`src/rtl/multiword_add_seq_pkg.sv`:
```
// Shared constants, FSM state type and index-width helpers for the multiword sequential adder.
package add_pkg;

   localparam int LIMB_W = 16;

   typedef enum logic [1:0] {
      IDLE = 2'd0,
      RUN  = 2'd1,
      DONE = 2'd2
   } state_t;

   function automatic int clog2(input int value);
      int width;
      width = 0;
      while ((1 << width) < value) width++;
      return width;
   endfunction

   // A single-limb build still needs a one-bit index register.
   function automatic int idx_width(input int words);
      return (words > 1) ? clog2(words) : 1;
   endfunction

endpackage

```
`src/rtl/multiword_add_seq_if.sv`:
```
// Operand/result handshake bundle for multiword_add_seq; ovf exists only with OVERFLOW_FLAG_EN.
interface multiword_add_seq_if #(
   parameter int WORDS = 4
);
   localparam int N = add_pkg::LIMB_W * WORDS;

   logic         in_valid;
   logic         in_ready;
   logic [N-1:0] a;
   logic [N-1:0] b;
   logic         cin;
   logic         out_valid;
   logic         out_ready;
   logic [N-1:0] sum;
   logic         cout;
   logic         busy;
`ifdef OVERFLOW_FLAG_EN
   logic         ovf;
`endif

   modport slave (
      input  in_valid, a, b, cin, out_ready,
      output in_ready, out_valid, sum, cout, busy
`ifdef OVERFLOW_FLAG_EN
      , output ovf
`endif
   );

   modport master (
      output in_valid, a, b, cin, out_ready,
      input  in_ready, out_valid, sum, cout, busy
`ifdef OVERFLOW_FLAG_EN
      , input ovf
`endif
   );

endinterface

```
`src/rtl/multiword_add_seq_add16_slice.sv`:
```
// Combinational 16-bit carry-select adder slice: low byte ripples, high byte is precomputed for both carries.
module add16_slice
   import add_pkg::*;
(
   input  logic [LIMB_W-1:0] x_i,
   input  logic [LIMB_W-1:0] y_i,
   input  logic              ci_i,
   output logic [LIMB_W-1:0] s_o,
   output logic              co_o
);

   logic [8:0] lo_sum;
   logic [8:0] hi_sum0;
   logic [8:0] hi_sum1;

   always_comb begin
      lo_sum  = {1'b0, x_i[7:0]}  + {1'b0, y_i[7:0]}  + {8'd0, ci_i};
      hi_sum0 = {1'b0, x_i[15:8]} + {1'b0, y_i[15:8]};
      hi_sum1 = {1'b0, x_i[15:8]} + {1'b0, y_i[15:8]} + 9'd1;
      if (lo_sum[8]) begin
         s_o  = {hi_sum1[7:0], lo_sum[7:0]};
         co_o = hi_sum1[8];
      end else begin
         s_o  = {hi_sum0[7:0], lo_sum[7:0]};
         co_o = hi_sum0[8];
      end
   end

endmodule

```
`src/rtl/multiword_add_seq.sv`:
```
// Sequential WORDS*16-bit adder, one limb per clock through a shared add16_slice.
// Optional signed-overflow output enabled by defining OVERFLOW_FLAG_EN.
module multiword_add_seq
   import add_pkg::*;
#(
   parameter int WORDS = 4
) (
   input  logic                clk,
   input  logic                rst,
   multiword_add_seq_if.slave  bus
);

   localparam int N     = LIMB_W * WORDS;
   localparam int IDX_W = idx_width(WORDS);
   localparam logic [IDX_W-1:0] LAST_IDX = IDX_W'(WORDS - 1);

   state_t           state_q, state_d;
   logic [IDX_W-1:0] idx_q, idx_d;
   logic             carry_q, carry_d;
   logic [N-1:0]     a_q, a_d;
   logic [N-1:0]     b_q, b_d;
   logic [N-1:0]     sum_q, sum_d;
   logic             cout_q, cout_d;

   logic [LIMB_W-1:0] slice_x;
   logic [LIMB_W-1:0] slice_y;
   logic [LIMB_W-1:0] slice_s;
   logic              slice_co;

   assign slice_x = a_q[idx_q*LIMB_W +: LIMB_W];
   assign slice_y = b_q[idx_q*LIMB_W +: LIMB_W];

   add16_slice u_slice (
      .x_i  (slice_x),
      .y_i  (slice_y),
      .ci_i (carry_q),
      .s_o  (slice_s),
      .co_o (slice_co)
   );

`ifdef OVERFLOW_FLAG_EN
   logic ovf_q, ovf_d;
   // Carry into the MSB is recovered from the top limb's sum bit and operand bits.
   logic msb_carry_in;
   assign msb_carry_in = slice_s[LIMB_W-1] ^ slice_x[LIMB_W-1] ^ slice_y[LIMB_W-1];
`endif

   always_comb begin
      state_d = state_q;
      idx_d   = idx_q;
      carry_d = carry_q;
      a_d     = a_q;
      b_d     = b_q;
      sum_d   = sum_q;
      cout_d  = cout_q;
`ifdef OVERFLOW_FLAG_EN
      ovf_d   = ovf_q;
`endif
      case (state_q)
         IDLE: begin
            if (bus.in_valid) begin
               a_d     = bus.a;
               b_d     = bus.b;
               carry_d = bus.cin;
               idx_d   = '0;
               state_d = RUN;
            end
         end
         RUN: begin
            sum_d[idx_q*LIMB_W +: LIMB_W] = slice_s;
            carry_d = slice_co;
            idx_d   = idx_q + IDX_W'(1);
            if (idx_q == LAST_IDX) begin
               cout_d  = slice_co;
`ifdef OVERFLOW_FLAG_EN
               ovf_d   = msb_carry_in ^ slice_co;
`endif
               state_d = DONE;
            end
         end
         DONE: begin
            if (bus.out_ready) state_d = IDLE;
         end
         default: state_d = IDLE;
      endcase
   end

   always_ff @(posedge clk or posedge rst) begin
      if (rst) begin
         state_q <= IDLE;
         idx_q   <= '0;
         carry_q <= 1'b0;
         a_q     <= '0;
         b_q     <= '0;
         sum_q   <= '0;
         cout_q  <= 1'b0;
      end else begin
         state_q <= state_d;
         idx_q   <= idx_d;
         carry_q <= carry_d;
         a_q     <= a_d;
         b_q     <= b_d;
         sum_q   <= sum_d;
         cout_q  <= cout_d;
      end
   end

`ifdef OVERFLOW_FLAG_EN
   always_ff @(posedge clk or posedge rst) begin
      if (rst) ovf_q <= 1'b0;
      else     ovf_q <= ovf_d;
   end
   assign bus.ovf = ovf_q;
`endif

   assign bus.in_ready  = (state_q == IDLE);
   assign bus.out_valid = (state_q == DONE);
   assign bus.busy      = (state_q != IDLE);
   assign bus.sum       = sum_q;
   assign bus.cout      = cout_q;

endmodule

```
`src/flat_wrapper.sv`:
```
// flat-port wrapper written by rule: the top's interface ports become plain ports
module multiword_add_seq_flat import add_pkg::*;
#(
   parameter int WORDS = 4
)
  (clk, rst, bus_in_valid, bus_a, bus_b, bus_cin, bus_out_ready, bus_in_ready, bus_out_valid, bus_sum, bus_cout, bus_busy);
  multiword_add_seq_if #(.WORDS(WORDS)) bus_i ();
  input  logic clk;
  input  logic rst;
  input wire logic [$bits(bus_i.in_valid)-1:0] bus_in_valid;
  input wire logic [$bits(bus_i.a)-1:0] bus_a;
  input wire logic [$bits(bus_i.b)-1:0] bus_b;
  input wire logic [$bits(bus_i.cin)-1:0] bus_cin;
  input wire logic [$bits(bus_i.out_ready)-1:0] bus_out_ready;
  output wire logic [$bits(bus_i.in_ready)-1:0] bus_in_ready;
  output wire logic [$bits(bus_i.out_valid)-1:0] bus_out_valid;
  output wire logic [$bits(bus_i.sum)-1:0] bus_sum;
  output wire logic [$bits(bus_i.cout)-1:0] bus_cout;
  output wire logic [$bits(bus_i.busy)-1:0] bus_busy;
  assign bus_i.in_valid = bus_in_valid;
  assign bus_i.a = bus_a;
  assign bus_i.b = bus_b;
  assign bus_i.cin = bus_cin;
  assign bus_i.out_ready = bus_out_ready;
  assign bus_in_ready = bus_i.in_ready;
  assign bus_out_valid = bus_i.out_valid;
  assign bus_sum = bus_i.sum;
  assign bus_cout = bus_i.cout;
  assign bus_busy = bus_i.busy;
  multiword_add_seq #(.WORDS(WORDS)) u_core (.clk(clk), .rst(rst), .bus(bus_i));
endmodule
```
`config.mk`:
```
export PLATFORM = sky130hd
export DESIGN_NAME = multiword_add_seq_flat
export DESIGN_NICKNAME = d
export VERILOG_FILES = /design/src/rtl/multiword_add_seq_pkg.sv /design/src/rtl/multiword_add_seq_if.sv /design/src/rtl/multiword_add_seq_add16_slice.sv /design/src/rtl/multiword_add_seq.sv /design/src/flat_wrapper.sv
export SDC_FILE = /design/constraint.sdc
export NUM_CORES = 1
export LEC_CHECK = 0
export CORE_ASPECT_RATIO = 0.75
export CORE_MARGIN = 2
export CORE_UTILIZATION = 51
export CTS_CLUSTER_DIAMETER = 150
export CTS_CLUSTER_SIZE = 40
export DETAILED_ROUTE_END_ITERATION = 8
export MAX_ROUTING_LAYER = met4
export PLACE_DENSITY = 0.8
export REMOVE_ABC_BUFFERS = 1
export SLEW_MARGIN = 20
export SYNTH_ARGS = -nofsm -noshare
export SYNTH_HDL_FRONTEND = slang
export SYNTH_SLANG_ARGS = --single-unit
```
`constraint.sdc`:
```
create_clock -name clk -period 8.6 [get_ports clk]
set_clock_uncertainty 0.2 [all_clocks]
set_input_delay 2.58 -clock clk [delete_from_list [all_inputs] [get_ports clk]]
set_output_delay 2.58 -clock clk [all_outputs]
set_load 0.01 [all_outputs]
```
# == After elaboration in Yosys (flattened, before gate mapping) ==
# Index checks and enable logic that the tools add are counted.
# word_totals
regBits,198
in_bits,133
# classes
n_reduce_logical,7
n_addsub,6
muxes,11
shifts,4
eq_ne,6
# op_table
op,n
variable part select 64 x 7 -> 16 bit,2
bitwise mux 64 bit,1
"variable shift 16 x 34 -> 64 bit, first input constant",1
variable part select 16 x 34 -> 64 bit,1
negator 6 -> 34 bit,1
adder 8 x 8 -> 9 bit,2
2-to-1 mux 16 bit,1
adder 9 x 1 -> 9 bit,1
"adder 9 x 1 -> 9 bit, second input constant",1
2-to-1 mux 2 bit,4
one-hot mux 2 bit (3 select lines),1
AND reduction 2 bit,3
"== test 2 bit, second input constant",2
"inequality test 2 bit, second input constant",2
one-hot mux 2 bit (2 select lines),1
nonzero test 2 bit,2
AND reduction 3 bit,1
"adder 2 x 1 -> 2 bit, second input constant",1
"== test 2 x 1 -> 1 bit, second input constant",1
logical NOT 2 bit,1
2-to-1 mux 1 bit,2
"inequality test 2 x 1 -> 1 bit, second input constant",1
one-hot mux 1 bit (2 select lines),1

# == Depth between registers and ports, before layout ==
# Gate-level depths: netlist of the first run.
# logic_depth
depth_word,6
mapped_depth,13

# == By module ==
# A second synthesis of the first run with hierarchy kept.
# unflattened
hier_cells,662
hier_area_um2,9202.6
# modules_own_cells
mod,cells_each,seq_area_each_um2,area_each_um2,instances
multiword_add_seq,561,4954.8,8391.8,1
add16_slice,101,0.0,810.8,1

# == Worst setup path before layout of the first run ==
# No wires, ideal clock.
# synth_path
path_type,flip-flop to flip-flop
start,reg u_core.idx_q[1]
end,"reg u_core.sum_q[15], in the netlist u_core.bus.sum[15]"
t_required_ns,8.265
t_arrival_ns,3.491
setup_ns,0.135
n_path_buf,3
stages_incl_launch_ff,13
path_slack_ns,4.774
cell_sequence,dfrtp_1 > buf_2 > buf_1 > buf_2 > mux4_2 > ha_1 > fa_1 > a21o_1 > a221oi_2 > xnor2_1 > nand2_1 > o211ai_1 > o211ai_1
# synth_between
elab_chain_len,6
# synth_rtl
item,line,rtl
"start, declared",multiword_add_seq.sv:18,"logic [IDX_W-1:0] idx_q, idx_d;"
"start signal, assigned",multiword_add_seq.sv:99,idx_q <= idx_d;
variable part select 64 x 7 -> 16 bit (on tied branches),"multiword_add_seq.sv:30, multiword_add_seq.sv:31",
adder 8 x 8 -> 9 bit (on tied branches),"multiword_add_seq_add16_slice.sv:17, multiword_add_seq_add16_slice.sv:18, multiword_add_seq_add16_slice.sv:19",
adder 9 x 1 -> 9 bit (on tied branches),"multiword_add_seq_add16_slice.sv:17, multiword_add_seq_add16_slice.sv:19",
2-to-1 mux 16 bit,multiword_add_seq_add16_slice.sv:20,if (lo_sum[8]) begin
variable part select 16 x 34 -> 64 bit,multiword_add_seq.sv:70,sum_d[idx_q*LIMB_W +: LIMB_W] = slice_s;
bitwise mux 64 bit (*),multiword_add_seq.sv:70,
"end signal, assigned",multiword_add_seq.sv:103,sum_q <= sum_d;
"end, declared",multiword_add_seq.sv:22,"logic [N-1:0] sum_q, sum_d;"
# Mark *: on every way between the ends. The rest lies on a longest branch, timed or not.
# A chain may end at the register's enable or synchronous reset.

# == Worst setup path after layout of the first run ==
# layout_path
start,reg u_core.state_q[1]
end,out bus_in_ready
# layout_between
elab_chain_len,1
# layout_rtl
item,line,rtl
"start, declared",multiword_add_seq.sv:17,"state_t state_q, state_d;"
"start signal, assigned",multiword_add_seq.sv:98,state_q <= state_d;
logical NOT 2 bit,multiword_add_seq.sv:116,assign bus.in_ready = (state_q == IDLE);
"end, declared",flat_wrapper.sv:15,output wire logic [$bits(bus_i.in_ready)-1:0] bus_in_ready;
# No other way between the ends.

==> results by group, run 1 <==
Synth
  – Post-synthesis register bit count: 198
  – Simple-gate share of the synthesized area: 22.1%
  – Post-Syn Instances: 941
  – Cell variety after synth: 52
  – Post-Synth Adder-Cell Area: 3.63%
  – Main synth FF type: dfrtp_1
  – Main combinational cell family by area after synthesis: simple AND/OR/NAND/NOR gates
  – Top cell type's share of synthesized area: 53.7%
  – Compound-Gate Fraction of Synth Area: 8.46%
  – Synth top area cells: dfrtp_1 54%, nand2_1 18%, mux4_2 7.8%
  – Cell Area, Synth: 9230 sq um
  – Post-synth ARST share: 100%
  – Sequential element share of the synthesized area: 53.7%
  – Synthesized area per cell: 9.81 sq um
  – Area leader, netlist: dfrtp_1
  – Mux share of post-synthesis cell area: 7.92%
  – Synth warn: 0
  – Post-synth EDFFs: 0
  – Xor-xnor portion of the synthesized cell area: 1.83%

CTS
  – H-tree level count: 4
  – Num Clock Sinks: 198
  – # hold bufs at CTS: 0
  – Clk slew on worst S/H paths: 0.08 ns
  – Root Driver: clkbuf_16
  – # resized after CTS: 0
  – Worst-Skew Late Latency: 0.44 ns
  – TritonCTS buffer count: 17
  – Maximum clock path buffer count: 2
  – CTS tree: yes
  – Post-CTS Setup Bufs: 0

Place
  – IO Port Bufs: 200
  – DP Cell Count: 1,342
  – Worst slack, placed: 3.72 ns
  – Routability congestion estimate: 0.861
  – Detailed Place HPWL: 16,200 um

STA
  – FMAX: 218 MHz
  – Tmin final: 4.59 ns
  – Final setup viols: 0
  – Max Slew Vio Count: 0
  – Final Cycle Share: 53.3%
  – RSZ-0062 raised after global routing: false
  – Final Hold Viols: 0
  – Setup ws final: 4.01 ns
  – Measured slew at the worst slew-check pin: 1.05 ns
  – Rel. slew slack: 30.0%
  – Setup TNS: 0 ns

Worst setup path
  – Req. time, crit path: 5.82 ns
  – Crit-path slowest cell: clkdlybuf4s50_1
  – Critical Path AT: 1.81 ns
  – Crit path max-delay family: buffers and inverters
  – Type of origin of the critical path: flip-flop
  – Crit Path Category: flip-flop to output port
  – Critical Path Fanout Max: 4
  – WP buf/inv: 1
  – Worst path cell trace: nor2_1, clkdlybuf4s50_1
  – Slowest cell delay on critical path: 0.61 ns
  – CP endpoint kind: output port

Route
  – Routed via count: 7,491
  – WL/cell: 16.9 um
  – DRT iter0 DRCs: 796
  – ANT nets after route: 0
  – Pre-antenna DRT Iters: 5
  – Vias per cell: 5.45
  – DRC Markers: 0
  – Final WL: 23,200 um

Finish
  – Fill cells: 1,323
  – Most common cell after layout, fill and taps aside: nand2_1
  – Commonest non-fill, non-tap cells in the layout: 446 x nand2_1, 200 x clkdlybuf4s50_1, 196 x dfrtp_1, 32 x mux4_2, 31 x o21ai_0
  – Total Nets Final: 1,277
  – # diodes: 0
  – Area growth syn-to-layout: 30.0%
  – Post-Route Utilization: 67.8%
  – Finished Layout Cells: 1,374
  – Fraction of layout cells with a size suffix above 1: 8.22%

Floorplan
  – Core Region: 17,700 sq um
  – I/O Pins: 201
  – Die area: 19,200 sq um
  – Die width: 159 um
  – Initial Util: 52.1%
  – Cell Rows: 42
  – Die Height: 121 um

Worst hold path
  – Hold WC Path Type: flip-flop to flip-flop

Global routing
  – All-layer global routing usage: 25.8%
  – Initial antenna violation count: 0
  – Largest net degree at the start of global routing: 138
  – First-pass GRT wire length: 37,700 um
  – Number of global-route vias before repair: 7,127
  – Total gr overflow: 0

Outcome
  – Status: completed

Power and ir drop
  – Worst vdd ir: 0.297 mV
  – Pleak: 5.63 nW
  – Cell Pwr Density: 451 nW/um^2

Flow run
  – Max cap viols: 0
where the power goes:
group          leakage (nW)  internal [mW]  switching (mW)
registers              2.54           1.33           0.271
clock network         0.284          0.413           0.377
logic                  2.81           1.22            1.81
total                  5.63           2.96            2.46
synth_stat cells (2+ instances only):
master	number
nor3_1	4
nand3_1	10
o21a_1	3
xnor2_2	3
nor3_2	3
o21ai_0	31
fa_1	3
ha_1	22
a22o_1	24
nand4_1	5
and3_1	3
o21ai_1	8
xor2_1	4
o211ai_1	15
nand2b_1	4
clkbuf_1	35
dfrtp_1	198
nor2_1	9
mux4_2	32
nor4_2	2
buf_2	9
a21oi_1	11
xnor2_1	6
xor2_2	2
o31ai_1	3
or3_1	3
a211oi_2	3
a21o_1	3
inv_1	11
nand2_1	447
buf_1	2
nor2b_1	3
flip-flops by register name (all words and copies together) (netlist names):
register / count
u_core.bus.sum: 64
u_core.b_q: 64
u_core.state_q: 2
u_core.idx_q: 2
u_core.a_q: 64
u_core.bus.cout: 1
u_core.carry_q: 1
area by class of cell:
| type | instances | area, sq um | area share (%) |
|---|---|---|---|
| well taps | 242 | 303 | 2.52 |
| multi-input cells | 686 | 4070 | 33.9 |
| clock inverters | 15 | 161 | 1.34 |
| flip-flops and latches | 198 | 4960 | 41.3 |
| repair buffers | 205 | 2040 | 17.0 |
| inverters | 11 | 48.8 | 0.406 |
| clock buffers | 17 | 425 | 3.54 |
worst reg2reg max path, cell delays in order (launching register included):
cell      delay, ns
dfrtp_2        0.77
buf_4          0.52
mux4_2         0.63
fa_1           0.44
inv_1          0.09
fa_1           0.20
nor2b_1        0.07
o31ai_1        0.57
a211oi_2       0.24
xnor2_1        0.55
o21ai_0        0.18
kinds of logic after synthesis:
group           count (synthesis)
simple gates                  502
compound gates                111
buf+inv                        57
fa+ha+maj                      25
flops                         198
mux                            33
xor+xnor                       15
metrics by stage:
step                area, sq um  power (mW)  hold slack [ns]
finish                    12000        5.41            0.270
global route              12000        5.80            0.298
CTS                       12000        5.40            0.276
detailed placement        11400        4.59            0.260
global placement          11400        4.49            0.254
floorplan                  9050        3.61            0.240
routing by layer:
| metal | vias up | track usage [%] | wire length, um |
|---|---|---|---|
| met5 | - | - | 0 |
| met4 | 0 | 5.45 | 270 |
| met3 | 26 | 5.28 | 1860 |
| met2 | 354 | 36.8 | 10300 |
| met1 | 3605 | 38.8 | 10700 |
| li1 | 3506 | - | - |
path summary, 6_finish.rpt:
kind	start	end	slack, ns	depth (start not counted)
setup / recovery	u_core.state_q[1]	bus_in_ready	4.01	2
hold / removal	u_core.a_q[54]	u_core.a_q[54]	0.27	2
setup reg to reg	u_core.idx_q[0]	u_core.bus.sum[27]	4.01	10
hold reg to reg	u_core.a_q[54]	u_core.a_q[54]	0.27	2
max in group asynchronous	rst	u_core.a_q[17]	4.30	3
min in group asynchronous	rst	u_core.bus.sum[24]	2.53	2
(Power assumes the default switching activity.)
==> run 2: changes to the inputs <==
- clock period: 8.6 -> 4.5 ns (I/O delays scaled with it)
==> run 2 against run 1 <==
Against the previous run:
- combinational power is 91% higher
- register-to-register slack worse by 3.4 ns
- global-route usage is 1.1 points higher
- power is 93% higher
- non-clock buffer count is 10 higher
- sequential power is 92% higher
- die area stayed put
- first-iteration DRC count is 30% lower
- via count is 0.57% higher
- wire length is 3.1% higher
- critical path type is now flip-flop to flip-flop
- largest cell class unchanged
==> results by group, run 2 (synthesis gave the netlist of run 1 again) <==
Place
  – IO Port Bufs: 200 (unchanged)
  – DP Cell Count: 1,352 (+0.75%)
  – Routability congestion estimate: 0.905 (+5.1%)
  – Detailed Place HPWL: 17,200 um (+6.1%)

Power and ir drop
  – Cell Pwr Density: 861 nW/um^2 (+91%)
  – Worst vdd ir: 0.485 mV (+63%)
  – Pwr Total: 10.5 mW (+93%)
  – Power share of the clock group: 15.3% (+0.7 points)
  – Seq pwr share: 29.4% (about the same)
  – Sw frac: 44.5% (-0.85 points)
  – Comb pwr share: 55.3% (-0.6 points)
  – Psw: 4.65 mW (+89%)
  – Cell-internal power: 5.80 mW (+96%)
  – Pleak: 5.70 nW (+1.2%)

Worst hold path
  – Hold WC Path Type: flip-flop to flip-flop
  – HP Start: u_core.a_q[30]
  – Number of cells on the worst hold path: 2 (unchanged)
  – Hold endpoint: u_core.a_q[30]

STA
  – Final setup viols: 0 (unchanged)
  – Max Slew Vio Count: 0 (unchanged)
  – Rel. slew slack: 25.9% (-4.1 points)
  – Setup TNS: 0 ns (unchanged)
  – RSZ-0062 raised after global routing: false
  – Final Hold Viols: 0 (unchanged)
  – Hold slack: 0.274 ns (+0.00450 ns)
  – Measured slew at the worst slew-check pin: 1.10 ns (+0.0518 ns)
  – Final Cycle Share: 86.5%
  – FMAX: 257 MHz
  – Tmin final: 3.89 ns

CTS
  – Clk slew on worst S/H paths: 0.07 ns (about the same)
  – Num Clock Sinks: 198 (unchanged)
  – CTS tree: yes
  – Worst-Skew Late Latency: 0.43 ns (about the same)
  – H-tree level count: 4 (unchanged)
  – TritonCTS buffer count: 17 (unchanged)
  – Post-CTS Setup Bufs: 0 (unchanged)
  – # hold bufs at CTS: 0 (unchanged)
  – Root Driver: clkbuf_16
  – Maximum clock path buffer count: 2 (unchanged)
  – # resized after CTS: 0 (unchanged)

Worst setup path
  – Crit-path slowest cell: dfrtp_2
  – R2r setup slk: 0.61 ns (-3.41 ns)
  – Cell mode on critical path: nand2_1
  – Slowest cell delay on critical path: 0.74 ns (+0.13 ns)
  – Req. time, crit path: 4.61 ns (-1.21 ns)
  – RR Startpoint: u_core.idx_q[0]
  – Crit Path Category: flip-flop to flip-flop
  – CP endpoint kind: flip-flop
  – Type of origin of the critical path: flip-flop
  – Critical Path Fanout Max: 19 (+15)
  – Critical Path AT: 4.00 ns (+2.19 ns)
  – Critical register-to-register path endpoint: u_core.bus.sum[28]
  – Worst path cell trace: mux4_2, ha_1, fa_1, xor2_2, nand2_1, a211oi_4, nand2_1, xor2_1, o21ai_1
  – Critical path origin: u_core.idx_q[0]
  – Worst r2r path cells: 9 (-1)

Floorplan
  – Die Height: 121 um (unchanged)
  – I/O Pins: 201 (unchanged)
  – Core Region: 17,700 sq um (unchanged)
  – Initial Util: 52.1% (unchanged)
  – Cell Rows: 42 (unchanged)
  – Die area: 19,200 sq um (unchanged)
  – Die width: 159 um (unchanged)

Outcome
  – Status: completed

Flow run
  – Max cap viols: 0 (unchanged)

Global routing
  – First-pass GRT wire length: 39,100 um (+3.6%)
  – Largest net degree at the start of global routing: 92 (-33%)
  – All-layer global routing usage: 26.9% (+1.1 points)
  – Initial antenna violation count: 0 (unchanged)
  – Total gr overflow: 0 (unchanged)
  – Number of global-route vias before repair: 7,425 (+4.2%)

Finish
  – Most common cell after layout, fill and taps aside: nand2_1
  – Area growth syn-to-layout: 31.5%
  – Commonest non-fill, non-tap cells in the layout: 446 x nand2_1, 200 x clkdlybuf4s50_1, 196 x dfrtp_1, 32 x mux4_2, 31 x o21ai_0
  – # diodes: 0 (unchanged)
  – Fraction of layout cells with a size suffix above 1: 9.02% (+0.80 points)
  – Finished Layout Cells: 1,384 (+0.73%)
  – Post-Route Utilization: 68.5% (+0.74 points)
  – Total Nets Final: 1,287 (+0.78%)
  – Fill cells: 1,318 (-0.38%)

Route
  – Routed via count: 7,534 (+0.57%)
  – DRT iter0 DRCs: 555 (-30%)
  – ANT nets after route: 0 (unchanged)
  – Final WL: 23,900 um (+3.1%)
  – Pre-antenna DRT Iters: 5 (unchanged)
  – Vias per cell: 5.44 (-0.15%)
  – WL/cell: 17.3 um (+2.4%)
  – DRC Markers: 0 (unchanged)
==> run 2: cell types whose count changed in the layout (fill, tap and decap cells not counted), moves of 2 or more <==
cell and delta:
buf_12 +2, buf_4 +8, bufinv_16 +2, clkinv_4 +2, inv_6 -5, inv_8 -2
==> run 2: cell type report <==
type                       count  area, sq um  area share [%]
tap                          242          303            2.49
multi-input combinational    686         4060            33.5
timing repair buffer         215         2140            17.6
clock buffer                  17          425            3.51
clock inverter                15          201            1.66
inverter                      11         48.8           0.402
sequential                   198         4960            40.8
==> run 2: worst max-delay path, delay by kind of cell, from the launching register on <==
family / cells / cell delay [ns]
flops: 1 / 0.74
xor+xnor: 2 / 0.66
mux: 1 / 0.58
compound gates: 2 / 0.55
fa+ha+maj: 2 / 0.69
simple gates: 2 / 0.33
==> run 2: power groups by stage <==
| stage | clock (mW) | combinational (mW) | sequential [mW] |
|---|---|---|---|
| 6_report | 1.60 | 5.78 | 3.07 |
| 5_1_grt | 1.69 | 6.33 | 3.16 |
| 4_1_cts | 1.61 | 5.73 | 3.07 |
| 3_5_place_dp | 0 | 5.68 | 3.08 |
| 3_3_place_gp | 0 | 5.51 | 3.05 |
| 2_1_floorplan | 0 | 3.86 | 3.05 |
==> run 2: worst max-delay path by stage <==
stage / to / slack, ns / cells after the start
final: u_core.bus.sum[28] / 0.61 / 9
after global routing: u_core.bus.sum[46] / 0.35 / 8
after CTS: u_core.bus.sum[15] / 0.62 / 9
after detailed placement: u_core.bus.sum[28] / 0.64 / 9
after global placement: u_core.bus.sum[60] / 0.73 / 9
after floorplan: u_core.a_q[0] / -2.45 / 1
==> run 2: through the flow <==
stage	setup slack, ns	cell area, sq um
2_1_floorplan	-2.45	9050
3_3_place_gp	0.727	11500
3_5_place_dp	0.640	11500
4_1_cts	0.620	12100
5_1_grt	0.353	12100
6_report	0.609	12100
==> run 2: routing by layer <==
layer  track usage [%]  wire length, um  vias up  share of wire (%)
met5                 -                0        -                  0
met2              40.6            11000      315                 46
met1              39.2            11100     3675                 47
li1                  -                -     3526                  -
met3              4.63             1600       18                6.7
met4              5.51              210        0               0.88
